--- config.mk ---
export PLATFORM = sky130hd
export DESIGN_NAME = attn_score_mac
export DESIGN_NICKNAME = d
export VERILOG_FILES = /design/src/rtl/attn_score_mac.sv
export SDC_FILE = /design/constraint.sdc
export NUM_CORES = 1
export LEC_CHECK = 0
export ABC_AREA = 1
export CORE_MARGIN = 2
export CORE_UTILIZATION = 37
export CTS_CLUSTER_SIZE = 40
export DETAILED_ROUTE_END_ITERATION = 16
export GPL_TIMING_DRIVEN = 0
export SETUP_SLACK_MARGIN = 0.4
export SLEW_MARGIN = 20
export SYNTH_ARGS = -nofsm -noshare
export SYNTH_HDL_FRONTEND = slang
export SYNTH_SLANG_ARGS = --single-unit
export TNS_END_PERCENT = 100
--- constraint.sdc ---
create_clock -name clk -period 7.74 [get_ports clk]
set_clock_uncertainty 0.05 [all_clocks]
set_input_delay 1.548 -clock clk [delete_from_list [all_inputs] [get_ports clk]]
set_output_delay 1.548 -clock clk [all_outputs]
set_load 0.05 [all_outputs]
--- src/rtl/attn_score_mac.sv ---
// Serial q/k dot-product engine: accumulate NFEAT products, scale, saturate,
// and queue scores in a small circular FIFO behind a vld/rdy master port.
module attn_score_mac #(
  parameter int DW         = 8,
  parameter int NFEAT      = 4,
  parameter int SHIFT      = 1,
  parameter int FIFO_DEPTH = 4
) (
  input  logic          clk,
  input  logic          rst_n,
  input  logic [DW-1:0] s_data,
  input  logic          s_vld,
  output logic          s_rdy,
  output logic [DW-1:0] m_data,
  output logic          m_sat,
  output logic          m_vld,
  input  logic          m_rdy
);

  localparam int ACCW = 2*DW + $clog2(NFEAT) + 1;
  localparam int CW   = (NFEAT > 1) ? $clog2(NFEAT) : 1;
  localparam int PW   = $clog2(FIFO_DEPTH);
  localparam int SH   = DW - 1 + SHIFT;

  localparam logic [1:0] ST_GET_Q  = 2'd0;
  localparam logic [1:0] ST_GET_K  = 2'd1;
  localparam logic [1:0] ST_FINISH = 2'd2;

  localparam logic [CW-1:0] LAST  = CW'(NFEAT - 1);
  localparam logic [PW:0]   DEPTH = (PW+1)'(FIFO_DEPTH);

  localparam logic signed [ACCW-1:0] MAXV =
    $signed({{(ACCW-DW+1){1'b0}}, {(DW-1){1'b1}}});
  localparam logic signed [ACCW-1:0] MINV =
    $signed({{(ACCW-DW+1){1'b1}}, {(DW-1){1'b0}}});

  logic [1:0]             state_q, state_d;
  logic [DW-1:0]          qv_q, qv_d;
  logic signed [ACCW-1:0] acc_q, acc_d;
  logic [CW-1:0]          cnt_q, cnt_d;
  logic [PW-1:0]          wr_q, wr_d;
  logic [PW-1:0]          rd_q, rd_d;
  logic [PW:0]            count_q, count_d;
  logic [DW:0]            mem_q [FIFO_DEPTH];
  logic [DW:0]            mem_d [FIFO_DEPTH];

  logic                   xfer, full, push, pop;
  logic signed [2*DW-1:0] qx, kx, prod;
  logic signed [ACCW-1:0] t;
  logic [DW-1:0]          score;
  logic                   sat;
  logic [DW:0]            head;

  assign s_rdy = (state_q != ST_FINISH);
  assign xfer  = s_vld & s_rdy;
  assign full  = (count_q == DEPTH);
  assign m_vld = (count_q != '0);
  assign pop   = m_vld & m_rdy;
  assign push  = (state_q == ST_FINISH) & (~full | pop);

  assign qx   = {{DW{qv_q[DW-1]}}, qv_q};
  assign kx   = {{DW{s_data[DW-1]}}, s_data};
  assign prod = qx * kx;

  // floor-rounded scale, then clamp to the DW-bit signed range
  assign t = acc_q >>> SH;

  always_comb begin
    score = t[DW-1:0];
    sat   = 1'b0;
    unique case (1'b1)
      (t > MAXV): begin
        score = MAXV[DW-1:0];
        sat   = 1'b1;
      end
      (t < MINV): begin
        score = MINV[DW-1:0];
        sat   = 1'b1;
      end
      default: ;
    endcase
  end

  always_comb begin
    state_d = state_q;
    qv_d    = qv_q;
    acc_d   = acc_q;
    cnt_d   = cnt_q;
    unique case (state_q)
      ST_GET_Q: begin
        if (xfer) begin
          qv_d    = s_data;
          state_d = ST_GET_K;
        end
      end
      ST_GET_K: begin
        if (xfer) begin
          acc_d = acc_q
            + {{(ACCW-2*DW){prod[2*DW-1]}}, prod};
          cnt_d = cnt_q + 1'b1;
          state_d = (cnt_q == LAST) ? ST_FINISH : ST_GET_Q;
        end
      end
      ST_FINISH: begin
        if (push) begin
          acc_d   = '0;
          cnt_d   = '0;
          state_d = ST_GET_Q;
        end
      end
      default: state_d = ST_GET_Q;
    endcase
  end

  always_comb begin
    mem_d = mem_q;
    wr_d  = wr_q;
    rd_d  = rd_q;
    count_d = count_q;
    if (push) begin
      mem_d[wr_q] = {sat, score};
      wr_d = wr_q + 1'b1;
    end
    if (pop) rd_d = rd_q + 1'b1;
    unique case ({push, pop})
      2'b10:   count_d = count_q + 1'b1;
      2'b01:   count_d = count_q - 1'b1;
      default: count_d = count_q;
    endcase
  end

  assign head   = mem_q[rd_q];
  assign m_data = m_vld ? head[DW-1:0] : '0;
  assign m_sat  = m_vld & head[DW];

  always_ff @(posedge clk) begin
    if (!rst_n) begin
      state_q <= ST_GET_Q;
      qv_q    <= '0;
      acc_q   <= '0;
      cnt_q   <= '0;
      wr_q    <= '0;
      rd_q    <= '0;
      count_q <= '0;
      for (int i = 0; i < FIFO_DEPTH; i++) mem_q[i] <= '0;
    end else begin
      state_q <= state_d;
      qv_q    <= qv_d;
      acc_q   <= acc_d;
      cnt_q   <= cnt_d;
      wr_q    <= wr_d;
      rd_q    <= rd_d;
      count_q <= count_d;
      mem_q   <= mem_d;
    end
  end

endmodule

# After elaboration in Yosys (flattened, before gate mapping)
# Index checks and enable logic that the tools add are counted.
[word_totals]
register_bits = 74
latchBits = 0
ram_bits = 0
romBits = 0
output_inout_bits = 11
elab_cells = 70
n_memories = 0
[classes]
add_sub_neg = 6
mul = 1
div_mod_pow = 0
order_cmp = 5
n_eq_ne = 10
shifts = 0
mux = 20
bitwise = 8
reduce_logical = 9
[op_table]
columns = ["operator", "count"]
rows = [
  ["$mux W19", 2],
  ["$pmux W19 S2", 1],
  ["$bwmux W36", 1],
  ["$mux W9", 3],
  ["$add A19 B19 Y19", 1],
  ["$bmux W9 S2", 1],
  ["$demux W9 S2", 1],
  ["$mul A8 B8 Y16", 1],
  ["$pmux W8 S2", 1],
  ["$gt A11 B8 Y1 const B", 1],
  ["$lt A11 B8 Y1 const B", 1],
  ["$mux W2", 5],
  ["$mux W8", 1],
  ["$ne A2 B2 Y1 const B", 4],
  ["$add A2 B1 Y2 const B", 3],
  ["$eq A2 B2 Y1 const B", 3],
  ["$ge A3 B3 Y1 const B", 2],
  ["$not A2 Y3", 2],
  ["$pmux W2 S3", 1],
  ["$pmux W3 S2", 1],
  ["$reduce_and A3 Y1", 2],
  ["$and A1 B1 Y1", 4],
  ["$eq A2 B1 Y1 const B", 2],
  ["$pmux W2 S2", 1],
  ["other kinds (13)", 14],
]

# Depth between registers and ports, before layout
# Gate-level depths: netlist of the first run.
[depth]
depth_word = 6
depth_mapped = 32

# Worst setup path after synthesis of the first run
# Ideal clock, no wire load.
[synth_timing]
path_kind = "input -> register"
from = "input s_data[2]"
to = "register acc_q[17]"
setup_time_ps = 132
t_arrival_ps = 6442
t_required_ps = 7558
slack_ps = 1116
path_stages = 30
n_path_buf = 1
cell_sequence = "clkbuf_1 -> nand2_1 -> inv_1 -> fa_1 -> inv_1 -> fa_1 -> inv_1 -> fa_1 -> inv_1 -> fa_1 -> inv_1 -> ha_1 -> nand2_1 -> nor3_1 -> nand2_1 -> o211ai_1 -> nand2_1 -> nand2_1 -> a21oi_1 -> xnor2_1 -> ha_1 -> nand2_1 -> nor3_1 -> inv_1 -> nor2_1 -> nand4_1 -> nand3_1 -> a21oi_1 -> o21ai_0 -> a21oi_1"
[synth_via]
elab_chain_cells = 4
[synth_lines]
columns = ["item", "line_no", "source"]
rows = [
  ["start, declared", "11", "input logic [DW-1:0] s_data,"],
  ["$mul A8 B8 Y16", "63", "assign prod = qx * kx;"],
  ["$add A19 B19 Y19", "99", "+ {{(ACCW-2*DW){prod[2*DW-1]}}, prod};"],
  ["$mux W19", "97", "if (xfer) begin"],
  ["$pmux W19 S2", "89", "unique case (state_q)"],
  ["end signal, assigned", "140", "acc_q <= '0;"],
  ["end signal, assigned", "149", "acc_q <= acc_d;"],
  ["end, declared", "39", "logic signed [ACCW-1:0] acc_q, acc_d;"],
]
# Every way passes these cells. The select of a mux whose other input is x is not followed.
# A chain may end at the register's enable or synchronous reset.

# Worst setup path after layout of the first run
[layout_timing]
from = "input s_data[7]"
to = "register acc_q[17]"
# The elaborated chain is that of the path after synthesis.

==> metrics.csv, run 1 <==
stage,metric,value,unit
synthesis,synth_cell_types,39,
synthesis,synth_area_per_cell,7.04,um^2
worst_setup_path,crit_fanout,9,
detailed_routing,drt_wl_total,16000,um
power,cellPowerDensity,274,nW/um^2
final_layout,nNetsFinal,1124,
synthesis,synth_edf_count,0,
timing,period_needed,6.95,ns
clocking,cts_tree,yes,
grt,grt_max_degree,14,
timing,rsz0062_at_grt,no,
outcome,violations,DRC,
clocking,cts_sinks,74,
grt,grt.overflow.total,0,
clocking,htreeDepth,3,
synthesis,synthFlopType,dfxtp_1,
flow_run,maxCapViolCount,0,
synthesis,syn_nets,1097,
clocking,clkTransAtPathRegs,0.06,ns
worst_setup_path,end_kind,flip-flop,
worst_setup_path,worstPathRequired,7.89,ns
placed_design,dp_slack,-0.133,ns
detailed_routing,vias,5970,
final_layout,fillers,1870,
floorplan,die_y,140,um
detailed_routing,drc_errors,1,
detailed_routing,ant_nets,0,
detailed_routing,avgRoutedWirePerCell,13.0,um
final_layout,antennaDiodeCount,0,
clocking,clk_path_buf_depth,2,
timing,setup_viol,0,
power,p_leak,3.94,nW
worst_setup_path,critPathMostFrequentCell,nand2_1,
clocking,cts_root_buffer,clkbuf_16,
floorplan,chipWidth,140,um
floorplan,io_pins,23,
placed_design,io_buffers,14,
timing,maxSlewViolCount,0,
worst_setup_path,worstSetupStartpointType,primary input,
synthesis,syn_inst,975,
timing,relSlewSlack,49.8,%
worst_setup_path,cp_slowest_cell,fa_1,
detailed_routing,firstDrtPassIters,11,
timing,hold_viol_final,0,
timing,timing.final.ws_setup,0.789,ns
worst_setup_path,max_stage_delay,0.55,ns
min_path,hold_path_class,reg -> reg,
grt,antenna_found_initial,0,
floorplan,dieArea,19600,um^2
worst_setup_path,arrival,7.11,ns
placed_design,dpl.hpwl,12300,um
synthesis,yosysWarnings,0,
power,vdd_drop_max,143,uV
final_layout,final_cells,1236,
floorplan,rows,49,
placed_design,dp_cells,1218,
outcome,status,finished with violations,
final_layout,final_util,42.5,%
synthesis,netlist_area,6860,um^2
clocking,cts_buffers,9,
placed_design,routabilityCongestion,0.874,
worst_setup_path,critPathKind,in -> reg,
detailed_routing,drt_iter0_drc,342,
final_layout,drive_gt1_share,5.96,%
timing,fmax,144,MHz
grt,grt_pass1_vias,5772,
floorplan,core,18100,um^2
timing,period_share,89.8,%
clocking,clk_latency,0.34,ns
detailed_routing,via_per_inst,4.83,
grt,grt_pass1_wl,28100,um
final_layout,area_growth,12.1,%
synthesis,ys_ff_latch,74,
timing,tightest_slew,0.748,ns
grt,grt.total_usage,17.5,%
floorplan,start_util,37.9,%
synthesis,ys_seq_area_share,21.6,%
synthesis,async_flop_share,0,%
stage by stage:
stage / area (um^2) / power, mW / setup TNS, ns / hold WS, ns
after detailed placement: 7290 / 1.58 / -0.143 / 0.400
final: 7690 / 2.11 / 0 / 0.410
after global placement: 7290 / 1.57 / -0.133 / 0.394
after global routing: 7690 / 2.34 / 0 / 0.427
after CTS: 7640 / 2.08 / 0 / 0.410
after floorplan: 6860 / 1.33 / 0 / 0.380
layout make-up:
| type | instances | area [um^2] | share of cell area [%] |
|---|---|---|---|
| clock inverter | 6 | 113 | 1.46 |
| tap | 229 | 287 | 3.72 |
| clock buffer | 10 | 229 | 2.98 |
| timing repair buffer | 16 | 158 | 2.05 |
| inverter | 210 | 806 | 10.5 |
| sequential | 74 | 1480 | 19.3 |
| buffer | 34 | 184 | 2.39 |
| multi-input combinational | 657 | 4440 | 57.7 |
power breakdown:
part	total, mW	internal [mW]	switching [mW]	leakage (nW)
Combinational	1.20	0.440	0.760	3.17
Clock	0.487	0.316	0.170	0.167
Sequential	0.422	0.403	0.0194	0.600
routing by layer:
layer / GRT usage [%] / vias to the layer above / share of wire [%]
met2: 28.9 / 81 / 45
met5: 0 / - / 0
met1: 24.5 / 2774 / 50
li1: - / 3097 / -
met4: 4.31 / 0 / 1.4
met3: 2.22 / 18 / 3.0
state kept, by name (all words and copies together), names as in the netlist:
name,count
rd_q,2
acc_q,19
cnt_q,2
state_q,2
qv_q,8
mem_q,36
count_q,3
wr_q,2
final timing paths:
path	from	end	slack, ns	cells after the start
worst max register to register	qv_q[0]	acc_q[17]	1.75	28
worst max-delay path	s_data[7]	acc_q[17]	0.79	29
worst min-delay path	mem_q[25]	mem_q[25]	0.41	2
worst min register to register	mem_q[25]	mem_q[25]	0.41	2
synth_stat cells, types with 5 or more instances:
cell      number  area, um^2
clkbuf_1      28         105
inv_1        200         751
a21oi_1      104         521
o21ai_0       80         400
nor2_1        73         274
a21oi_2        7        61.3
xnor2_1        5        43.8
ha_1          53         663
a21o_1         5        37.5
nand2_1      185         694
nand3_1       41         205
o21ai_1       10        50.1
dfxtp_1       74        1480
fa_1          57        1140
xor2_1         6        52.6
cells by family (layout without fill, tap and decap cells):
kind of cell	Yosys count	count (layout)	synth area share [%]
and+or+nand+nor	317	317	19.2
buffers and inverters	244	276	14.3
AOI/OAI and AO/OA	219	219	17.2
adders and majority gates	110	110	26.3
DFF	74	74	21.6
xor gates and xnor gates	11	11	1.40
layout by cell type, fill, tap and decap left out, drive strengths merged, types with 38 or more instances in the layout:
cell type,count
inv,204
nand2,189
a21oi,111
o21ai,91
nor2,76
dfxtp,74
fa,57
ha,53
nand3,41
clkbuf,38
worst max-delay path, delay by kind of cell:
family	cells	cell delay, ns
adders and majority gates	6	2.85
and+or+nand+nor	10	1.32
AOI/OAI and AO/OA	6	0.75
buffers and inverters	6	0.54
xor gates and xnor gates	1	0.09
timing repair:
item | in CTS | in global routing
gates cloned | 0 | 0
hold buffers | 0 | 0
buffers inserted | 1 | 1
gates resized for setup | 2 | 13
pin swaps | 1 | 1
endpoints found under the setup margin | 2 | 6
Note: power is estimated with default switching activity, not from simulation.
==> run 2, diff against run 1 <==
Settings changed: CAP_MARGIN set to 20, SETUP_SLACK_MARGIN 0.4 to 0.3.
==> metrics.csv, run 2 (same netlist as run 1, synthesis figures left out) <==
stage,metric,value,unit,change
final_layout,final_cells,1234,,was 1236
worst_setup_path,max_stage_delay,0.64,ns,was 0.55 ns
floorplan,core,18100,um^2,unchanged
timing,tightest_slew,0.733,ns,was 0.748 ns
final_layout,final_cell_mix,"inv_1 (200), nand2_1 (184), a21oi_1 (104)",,unchanged
worst_setup_path,worstSetupStartpointType,primary input,,unchanged
final_layout,mostFrequentLayoutCell,inv_1,,unchanged
clocking,clk_latency,0.35,ns,was 0.34 ns
final_layout,fillers,1881,,was 1870
clocking,clk_path_buf_depth,2,,unchanged
timing,setup_viol,0,,unchanged
outcome,status,finished with violations,,unchanged
clocking,cts_buffers,9,,unchanged
flow_run,maxCapViolCount,0,,unchanged
clocking,cts_root_buffer,clkbuf_16,,unchanged
grt,grt_pass1_wl,28100,um,about the same
grt,antenna_found_initial,0,,unchanged
floorplan,die_y,140,um,unchanged
worst_setup_path,end_kind,flip-flop,,unchanged
power,vdd_drop_max,142,uV,was 143 uV
final_layout,antennaDiodeCount,0,,unchanged
placed_design,post_dp_cell_area,7290,um^2,unchanged
final_layout,area_growth,11.5,%,was 12.1%
clocking,cts_sinks,74,,unchanged
timing,tns,0,ns,unchanged
floorplan,start_util,37.9,%,unchanged
placed_design,dpl.hpwl,12300,um,unchanged
grt,grt_max_degree,14,,unchanged
min_path,whs_endpoint,mem_q[25],,unchanged
floorplan,rows,49,,unchanged
timing,hold_viol_final,0,,unchanged
worst_setup_path,reg2reg_slack,1.77,ns,was 1.75 ns
final_layout,final_cell_area,7650,um^2,was 7690 um^2
timing,maxSlewViolCount,0,,unchanged
final_layout,nNetsFinal,1122,,was 1124
worst_setup_path,worstPathRequired,7.89,ns,about the same
min_path,hold_path_class,reg -> reg,,unchanged
clocking,htreeDepth,3,,unchanged
min_path,holdPathStages,2,,unchanged
detailed_routing,drt_wl_total,16000,um,about the same
detailed_routing,via_per_inst,4.80,,was 4.83
detailed_routing,avgRoutedWirePerCell,12.9,um,was 13.0 um
grt,grt.total_usage,17.5,%,about the same
timing,relSlewSlack,50.8,%,was 49.8%
clocking,clkTransAtPathRegs,0.06,ns,about the same
grt,grt.overflow.total,0,,unchanged
power,cellPowerDensity,270,nW/um^2,was 274 nW/um^2
final_layout,final_util,42.3,%,was 42.5%
power,p_leak,3.93,nW,was 3.94 nW
grt,grt_pass1_vias,5766,,was 5772
final_layout,drive_gt1_share,5.47,%,was 5.96%
final_layout,largest_reg_flops,36,,unchanged
detailed_routing,firstDrtPassIters,11,,unchanged
timing,fmax,144,MHz,about the same
timing,rsz0062_at_grt,no,,unchanged
clocking,cts_setup_buffers,0,,was 1
detailed_routing,drt_iter0_drc,347,,was 342
worst_setup_path,arrival,7.08,ns,was 7.11 ns
worst_setup_path,worstReg2RegEnd,acc_q[17],,unchanged
floorplan,io_pins,23,,unchanged
clocking,postCtsHoldBufs,0,,unchanged
placed_design,dp_cells,1218,,unchanged
worst_setup_path,crit_fanout,9,,unchanged
detailed_routing,vias,5923,,was 5970
worst_setup_path,cp_slowest_cell,fa_2,,was fa_1
clocking,cts_tree,yes,,unchanged
detailed_routing,drc_errors,1,,unchanged
placed_design,io_buffers,14,,unchanged
worst_setup_path,worstReg2RegStart,qv_q[0],,unchanged
timing,period_needed,6.92,ns,was 6.95 ns
worst_setup_path,ff2ff_path_depth,28,,unchanged
placed_design,routabilityCongestion,0.874,,unchanged
worst_setup_path,critPathKind,in -> reg,,unchanged
outcome,violations,DRC,,unchanged
timing,period_share,89.4,%,was 89.8%
min_path,hp-start,mem_q[25],,unchanged
final_layout,largest_registers,"mem_q (36), acc_q (19), qv_q (8)",,unchanged
detailed_routing,ant_nets,0,,unchanged
floorplan,chipWidth,140,um,unchanged
floorplan,dieArea,19600,um^2,unchanged
final_layout,largest_register,mem_q,,unchanged
## run 2: cell count changes in the layout (fill, tap and decap cells not counted), sizes merged
cell	delta
buf	-2
clkinv	-1
inv	+1
## run 2: layer usage
metal,vias to the layer above,share of wire (%),GRT usage (%)
met3,14,3.1,2.22
met2,69,45,28.9
met1,2748,50,24.5
li1,3092,-,-
met4,0,1.2,4.31
met5,-,0,0
## run 2: cell type report
class                   instances  area (um^2)  share of cell area (%)
plain buffers                  34          183                    2.39
clock buffers                  10          229                    2.99
clock inverters                 6          113                    1.47
inverters                     210          803                    10.5
multi-input cells             657         4410                    57.7
flip-flops and latches         74         1480                    19.4
well taps                     229          287                    3.75
repair buffers                 14          143                    1.86
## run 2: worst max-delay path by stage
| stage | depth (start not counted) | from | end | slack [ns] |
|---|---|---|---|---|
| 2_1_floorplan | 30 | s_data[2] | acc_q[17] | 1.12 |
| 3_3_place_gp | 29 | s_data[7] | acc_q[17] | -0.13 |
| 3_5_place_dp | 29 | s_data[7] | acc_q[17] | -0.13 |
| 4_1_cts | 29 | s_data[7] | acc_q[17] | 0.35 |
| 5_1_grt | 29 | s_data[4] | acc_q[17] | 0.32 |
| 6_report | 30 | s_data[4] | acc_q[17] | 0.82 |
## run 2: worst max-delay path: cells and delay by family
kind | cells | cell delay (ns)
and+or+nand+nor | 11 | 1.26
adders and majority gates | 6 | 2.99
AOI/OAI and AO/OA | 5 | 0.47
xor gates and xnor gates | 1 | 0.13
buffers and inverters | 7 | 0.66
## run 2: what timing repair did
action,CTS,global route
pin swaps,0,0
endpoints found under the setup margin,1,4
endpoints found under the hold margin,0,0
resized for setup,1,10
## run 2: stage by stage
stage               hold slack (ns)  setup slack [ns]  total power [mW]
CTS                           0.410             0.355              2.07
detailed placement            0.400            -0.133              1.58
finish                        0.410             0.817              2.06
floorplan                     0.380              1.12              1.33
global route                  0.427             0.323              2.29
global placement              0.394            -0.133              1.57
## run 2: power by group
group / leakage [nW] / switching [mW] / internal [mW]
registers: 0.600 / 0.0186 / 0.403
clock network: 0.167 / 0.171 / 0.316
logic: 3.16 / 0.748 / 0.406
total: 3.93 / 0.937 / 1.13
